===== config.mk =====
export PLATFORM = sky130hd
export DESIGN_NAME = fft_bypass_buf
export DESIGN_NICKNAME = d
export VERILOG_FILES = /design/src/rtl/fft_bypass_buf.sv
export SDC_FILE = /design/constraint.sdc
export NUM_CORES = 2
export LEC_CHECK = 0
export BUFFER_PORTS_ARGS = -buffer_cell sky130_fd_sc_hd__buf_2
export CELL_PAD_IN_SITES_DETAIL_PLACEMENT = 1
export CELL_PAD_IN_SITES_GLOBAL_PLACEMENT = 2
export CORE_MARGIN = 10
export CORE_UTILIZATION = 46
export DETAILED_ROUTE_END_ITERATION = 10
export GPL_ROUTABILITY_DRIVEN = 1
export PLACE_DENSITY = 0.85
export SLEW_MARGIN = 10
export SYNTH_ARGS = -nofsm -noshare
export SYNTH_HDL_FRONTEND = slang
export SYNTH_SLANG_ARGS = --single-unit

===== constraint.sdc =====
create_clock -name clk -period 2.5 [get_ports clk]
set_input_delay 0.5 -clock clk [delete_from_list [all_inputs] [get_ports clk]]
set_output_delay 0.5 -clock clk [all_outputs]
set_load 0.02 [all_outputs]

===== src/rtl/fft_bypass_buf.sv =====
// Frame buffer standing in for an FFT core: fills POINTS samples, idles PROC_LAT
// cycles, then drains the same samples in natural or bit-reversed order.
module fft_bypass_buf #(
  parameter int unsigned DATA_WIDTH     = 16,
  parameter int unsigned POINTS         = 256,
  parameter int unsigned PROC_LAT       = 4,
  parameter int unsigned BITREV         = 0,
  parameter int unsigned DEBUG_BUS_SIZE = 4
) (
  input  logic                      clk,
  input  logic                      rst,
  input  logic [DATA_WIDTH-1:0]     datai,
  input  logic                      fft_datai_valid,
  input  logic                      fft_read_outp,
  output logic                      fft_buf_rdy,
  output logic                      fft_outp_rdy,
  output logic [DATA_WIDTH-1:0]     datao,
  output logic                      fft_datao_valid,
  output logic                      drop,
  output logic [DEBUG_BUS_SIZE-1:0] debug
);

  localparam int unsigned ADDR_W    = $clog2(POINTS);
  localparam int unsigned PCNT_W    = (PROC_LAT > 1) ? $clog2(PROC_LAT) : 1;
  localparam int unsigned PCNT_LAST = (PROC_LAT > 0) ? PROC_LAT - 1 : 0;

  typedef enum logic [1:0] {
    FILL   = 2'b00,
    PROC   = 2'b01,
    UNUSED = 2'b10,
    DRAIN  = 2'b11
  } state_t;

  state_t              r_state, w_state_nxt;
  logic [ADDR_W-1:0]   r_wr_cnt, w_wr_cnt_nxt;
  logic [ADDR_W-1:0]   r_rd_cnt, w_rd_cnt_nxt;
  logic [PCNT_W-1:0]   r_proc_cnt, w_proc_cnt_nxt;
  logic                w_wr_en, w_rd_en, w_drop;
  logic [ADDR_W-1:0]   w_rd_addr;
  logic [DATA_WIDTH-1:0] r_mem [POINTS];
  logic [DATA_WIDTH-1:0] r_datao;
  logic                r_valid, r_drop, r_drop_sticky;

  function automatic logic [ADDR_W-1:0] bit_rev(input logic [ADDR_W-1:0] a);
    for (int i = 0; i < int'(ADDR_W); i++) bit_rev[i] = a[ADDR_W-1-i];
  endfunction

  // Next-state and counter logic; counters wrap to zero on the terminal access.
  always_comb begin
    w_state_nxt    = r_state;
    w_wr_cnt_nxt   = r_wr_cnt;
    w_rd_cnt_nxt   = r_rd_cnt;
    w_proc_cnt_nxt = r_proc_cnt;
    w_wr_en        = 1'b0;
    w_rd_en        = 1'b0;
    case (r_state)
      FILL: begin
        if (fft_datai_valid) begin
          w_wr_en      = 1'b1;
          w_wr_cnt_nxt = r_wr_cnt + ADDR_W'(1);
          if (r_wr_cnt == ADDR_W'(POINTS - 1)) begin
            w_wr_cnt_nxt = '0;
            w_state_nxt  = (PROC_LAT == 0) ? DRAIN : PROC;
          end
        end
      end
      PROC: begin
        if (r_proc_cnt == PCNT_W'(PCNT_LAST)) begin
          w_proc_cnt_nxt = '0;
          w_state_nxt    = DRAIN;
        end else begin
          w_proc_cnt_nxt = r_proc_cnt + PCNT_W'(1);
        end
      end
      DRAIN: begin
        if (fft_read_outp) begin
          w_rd_en      = 1'b1;
          w_rd_cnt_nxt = r_rd_cnt + ADDR_W'(1);
          if (r_rd_cnt == ADDR_W'(POINTS - 1)) begin
            w_rd_cnt_nxt = '0;
            w_state_nxt  = FILL;
          end
        end
      end
      default: w_state_nxt = FILL;
    endcase
  end

  assign w_rd_addr = (BITREV != 0) ? bit_rev(r_rd_cnt) : r_rd_cnt;
  assign w_drop    = fft_datai_valid && (r_state != FILL);

  always_ff @(posedge clk or posedge rst) begin
    if (rst) begin
      r_state    <= FILL;
      r_wr_cnt   <= '0;
      r_rd_cnt   <= '0;
      r_proc_cnt <= '0;
    end else begin
      r_state    <= w_state_nxt;
      r_wr_cnt   <= w_wr_cnt_nxt;
      r_rd_cnt   <= w_rd_cnt_nxt;
      r_proc_cnt <= w_proc_cnt_nxt;
    end
  end

  // Sample storage, deliberately without reset.
  always_ff @(posedge clk) begin
    if (w_wr_en) r_mem[r_wr_cnt] <= datai;
  end

  always_ff @(posedge clk or posedge rst) begin
    if (rst) begin
      r_datao       <= '0;
      r_valid       <= 1'b0;
      r_drop        <= 1'b0;
      r_drop_sticky <= 1'b0;
    end else begin
      r_valid       <= w_rd_en;
      r_drop        <= w_drop;
      r_drop_sticky <= r_drop_sticky | w_drop;
      if (w_rd_en) r_datao <= r_mem[w_rd_addr];
    end
  end

  assign fft_buf_rdy     = (r_state == FILL);
  assign fft_outp_rdy    = (r_state == DRAIN);
  assign datao           = r_datao;
  assign fft_datao_valid = r_valid;
  assign drop            = r_drop;
  assign debug           = DEBUG_BUS_SIZE'({fft_outp_rdy, r_drop_sticky, r_state});

endmodule


==> qor.csv <==
metric,value,unit
status,"complete, but fails checks",
failing checks,negative setup slack,
DPL Wire Length,336,mm
main combinational cell family by area after synthesis,multiplexers,
gr ovfl total,0,
Routed WL,602,mm
area grow syn2layout,23.0,%
depth of the CTS H-tree,5,
clk root buf,clkbuf_16,
fin crit share,158,%
synthesized area,0.160,sq mm
Tightest Pin Transition,1.29,ns
crit-path max FO,8,
"Async S/R FF share, synth",0.943,%
"most common cell after layout, fill and taps aside",edfxtp_1,
Startpoint Class,register,
number of global-route vias before repair,95100,
CP required,3.38,ns
largest net degree at the start of global routing,105,
Clock transition at path regs,0.07,ns
Pre-Repair DR Iteration Count,7,
mux cell area share after synthesis,15.4,%
final hold violations,0,
crit path time final,3.95,ns
leakage,62.7,nW
first-pass GRT wire length,792,mm
post-route setup slack,-1.45,ns
initial cell density of the core,46.1,%
Critical Path End,datao[10]$_DFFE_PP0P_,
max incr delay on CP,1.03,ns
RSZ-0062 raised after global routing,yes,
"commonest non-fill, non-tap cells in the layout","edfxtp_1, mux4_2, buf_4",
Horiz. Die Dim,609,microns
Simple-Gate Fraction of Synth Area,1.78,%
Post-synth EDFFs,4096,
PD cells,986,mW/mm^2
critical path capture point type,register,
Worst R2R Path Depth,13,
Clock Latency Late Sink,1.03,ns
"critical path, cell by cell",buf_12 > buf_16 > buf_16 > buf_12 > buf_8 > mux4_2 > a22oi_2 > nand3_2 > o21ai_4 > o211ai_1 > nand3_2 > buf_6 > a21oi_4,
share of cells above drive strength 1,37.3,%
crit path launch,r_rd_cnt[0]$_DFFE_PP0P_,
Total Nets Final,8728,
crit path DAT,4.82,ns
maximum buffer depth of the clock tree,4,
WS Path Type,reg2reg,
Slew Limit Fails,0,
routed vias/inst,6.97,
RR Startpoint,r_rd_cnt[0]$_DFFE_PP0P_,
Reg2Reg Setup Slack,-1.45,ns
TritonCTS clock tree,done,
adder-cell share of the synthesized area,0.0470,%
clock sink total,4135,
Synth cell types,73,
Clock Skew,0.105,ns
final setup fails,163,
Fmax,0.253,GHz
Core ar.,0.346,sq mm
Num CTS Buffers,410,
Max Cap Violations,0,
"Max stage delay cell, worst path",o211ai_1,
Die H,609,microns
max-slew headroom at the worst pin,13.7,%
Post-Synthesis Net Count,7329,
Synth Instances,7303,
DP Worst Slack,-1.45,ns
area share of xor/xnor cells in the synthesized design,0.0439,%
Final Cell Area,0.196,sq mm
"antenna viol nets, final",0,
"flops & latches, synth",4135,
Die Area,0.371,sq mm
synthesized area per cell,21.9,sq um
WL per Instance,44.2,microns
DR iter-0 viols,18300,
I/O pins,44,
antenna violations before repair,45,
VDD IR-drop max,832,uV
FF-to-FF End,datao[10]$_DFFE_PP0P_,
area fraction in compound gates after synthesis,3.21,%
GPL Wtd Cong,0.913,
synth warn,0,
"Seq/Total Area, Yosys",77.7,%
via count,95100,
GRT Total Usage,30.2,%
Hold/Removal Path Class,in2reg,
"Top FF cell, synth",edfxtp_1,
filler instances,29200,
"Cell Area, Placed",0.179,sq mm
DRC viols,0,
row cnt,216,
Port Buffers,43,
hold path start,datai[14],
logic make-up (layout without fill, tap and decap cells):
group | after synthesis | in the layout
adders and majority gates | 6 | 6
muxes | 1318 | 1318
AOI/OAI and AO/OA | 738 | 738
and+or+nand+nor | 654 | 654
xor gates and xnor gates | 8 | 8
other | 0 | 15
DFF | 4135 | 4135
buffers and inverters | 444 | 2191
worst min-delay path by stage:
stage | cells past startpoint | end | slack, ns
final | 1 | r_mem[78][14]$_DFFE_PP_ | 0.03
after detailed placement | 1 | r_drop_sticky$_DFF_PP0_ | 0.46
after global placement | 1 | r_drop_sticky$_DFF_PP0_ | 0.45
after floorplan | 1 | r_drop_sticky$_DFF_PP0_ | 0.44
after global routing | 1 | r_mem[67][15]$_DFFE_PP_ | 0.05
after CTS | 1 | r_mem[66][14]$_DFFE_PP_ | 0.004
cell type report:
type                    instances  area, sq um  share of cell area, %
inverters                      10         47.5                 0.0242
diodes                         15         37.5                 0.0191
clock buffers                 504        10800                   5.48
clock inverters               256         2690                   1.37
multi-input cells            2724        35600                   18.1
flip-flops and latches       4135       124000                   63.2
repair buffers               1421        17500                   8.89
well taps                    4578         5730                   2.92
worst max-delay path: cells and delay by family (launching register included):
family,cells,cell delay [ns]
AND/OR/NAND/NOR,2,0.46
flip-flops,1,0.52
AO/OA/AOI/OAI,4,1.49
buffers and inverters,6,0.95
multiplexers,1,0.35
report_power, final:
group | internal, mW | switching, mW | leakage (nW)
Combinational | 23.9 | 28.1 | 19.0
Sequential | 76.6 | 0.731 | 37.3
Clock | 35.2 | 29.1 | 6.53
Total | 136 | 57.9 | 62.7
sequential cells by signal (all words and copies together), names as in the netlist:
register and flops:
datao 16, drop 1, fft_datao_valid 1, r_drop_sticky 1, r_mem 4096, r_proc_cnt 2
r_rd_cnt 8, r_state 2, r_wr_cnt 8
per-stage QoR:
stage | util (%) | std cells | setup TNS (ns) | hold slack [ns] | total power [mW]
floorplan | - | 7303 | -95.84 | 0.441 | 104
global placement | 51.7 | 12700 | -15.59 | 0.448 | 120
detailed placement | 51.7 | 12700 | -26.23 | 0.458 | 121
CTS | 56.2 | 13500 | -11.81 | 0.00408 | 188
global route | 56.7 | 13600 | -18.37 | 0.0489 | 197
finish | 56.8 | 13600 | -21.76 | 0.0331 | 194
cells in the mapped netlist, types with 7 or more instances:
cell / count / area [sq um]
nand4_1: 17 / 106
a311oi_1: 9 / 78.8
dfrtp_1: 39 / 976
nor2_1: 321 / 1200
buf_12: 11 / 220
a22oi_1: 148 / 1110
nor3_1: 13 / 65.1
a221oi_1: 66 / 578
buf_4: 75 / 563
nand3_1: 77 / 385
a2111oi_0: 8 / 70.1
and3_1: 7 / 43.8
o221ai_1: 40 / 350
nor2b_1: 33 / 206
o211ai_1: 14 / 105
mux2i_1: 395 / 3950
clkbuf_1: 125 / 469
a31oi_1: 27 / 169
buf_1: 20 / 75.1
a211oi_1: 40 / 300
o21ai_1: 22 / 110
a41oi_1: 7 / 61.3
buf_8: 21 / 315
a21oi_1: 144 / 721
o31ai_1: 8 / 60.1
buf_2: 126 / 631
o21ai_0: 74 / 370
buf_6: 56 / 631
a22o_1: 21 / 184
a32oi_1: 8 / 70.1
mux4_2: 908 / 20400
inv_1: 9 / 33.8
nand2b_1: 9 / 56.3
and2_1: 13 / 81.3
nand2_1: 142 / 533
edfxtp_1: 4096 / 123000
mux2_2: 15 / 169
o22ai_1: 53 / 332
per-layer routing:
| metal | global-route usage (%) | routed length [microns] | up-vias |
|---|---|---|---|
| li1 | - | - | 33700 |
| met3 | 8.66 | 79800 | 2561 |
| met4 | 19.3 | 51800 | 34 |
| met2 | 47.3 | 279000 | 9829 |
| met5 | 0 | 247 | - |
| met1 | 36.9 | 191000 | 49000 |
what timing repair did:
action                                  CTS  global route
pin swaps                                48            73
gates resized for setup                 269           189
endpoints found under the setup margin  405            42
hold buffers                              8             0
gates cloned                             17             8
endpoints found under the hold margin   125             0
buffers inserted                         51            86
Note: power is estimated with default switching activity, not from simulation.
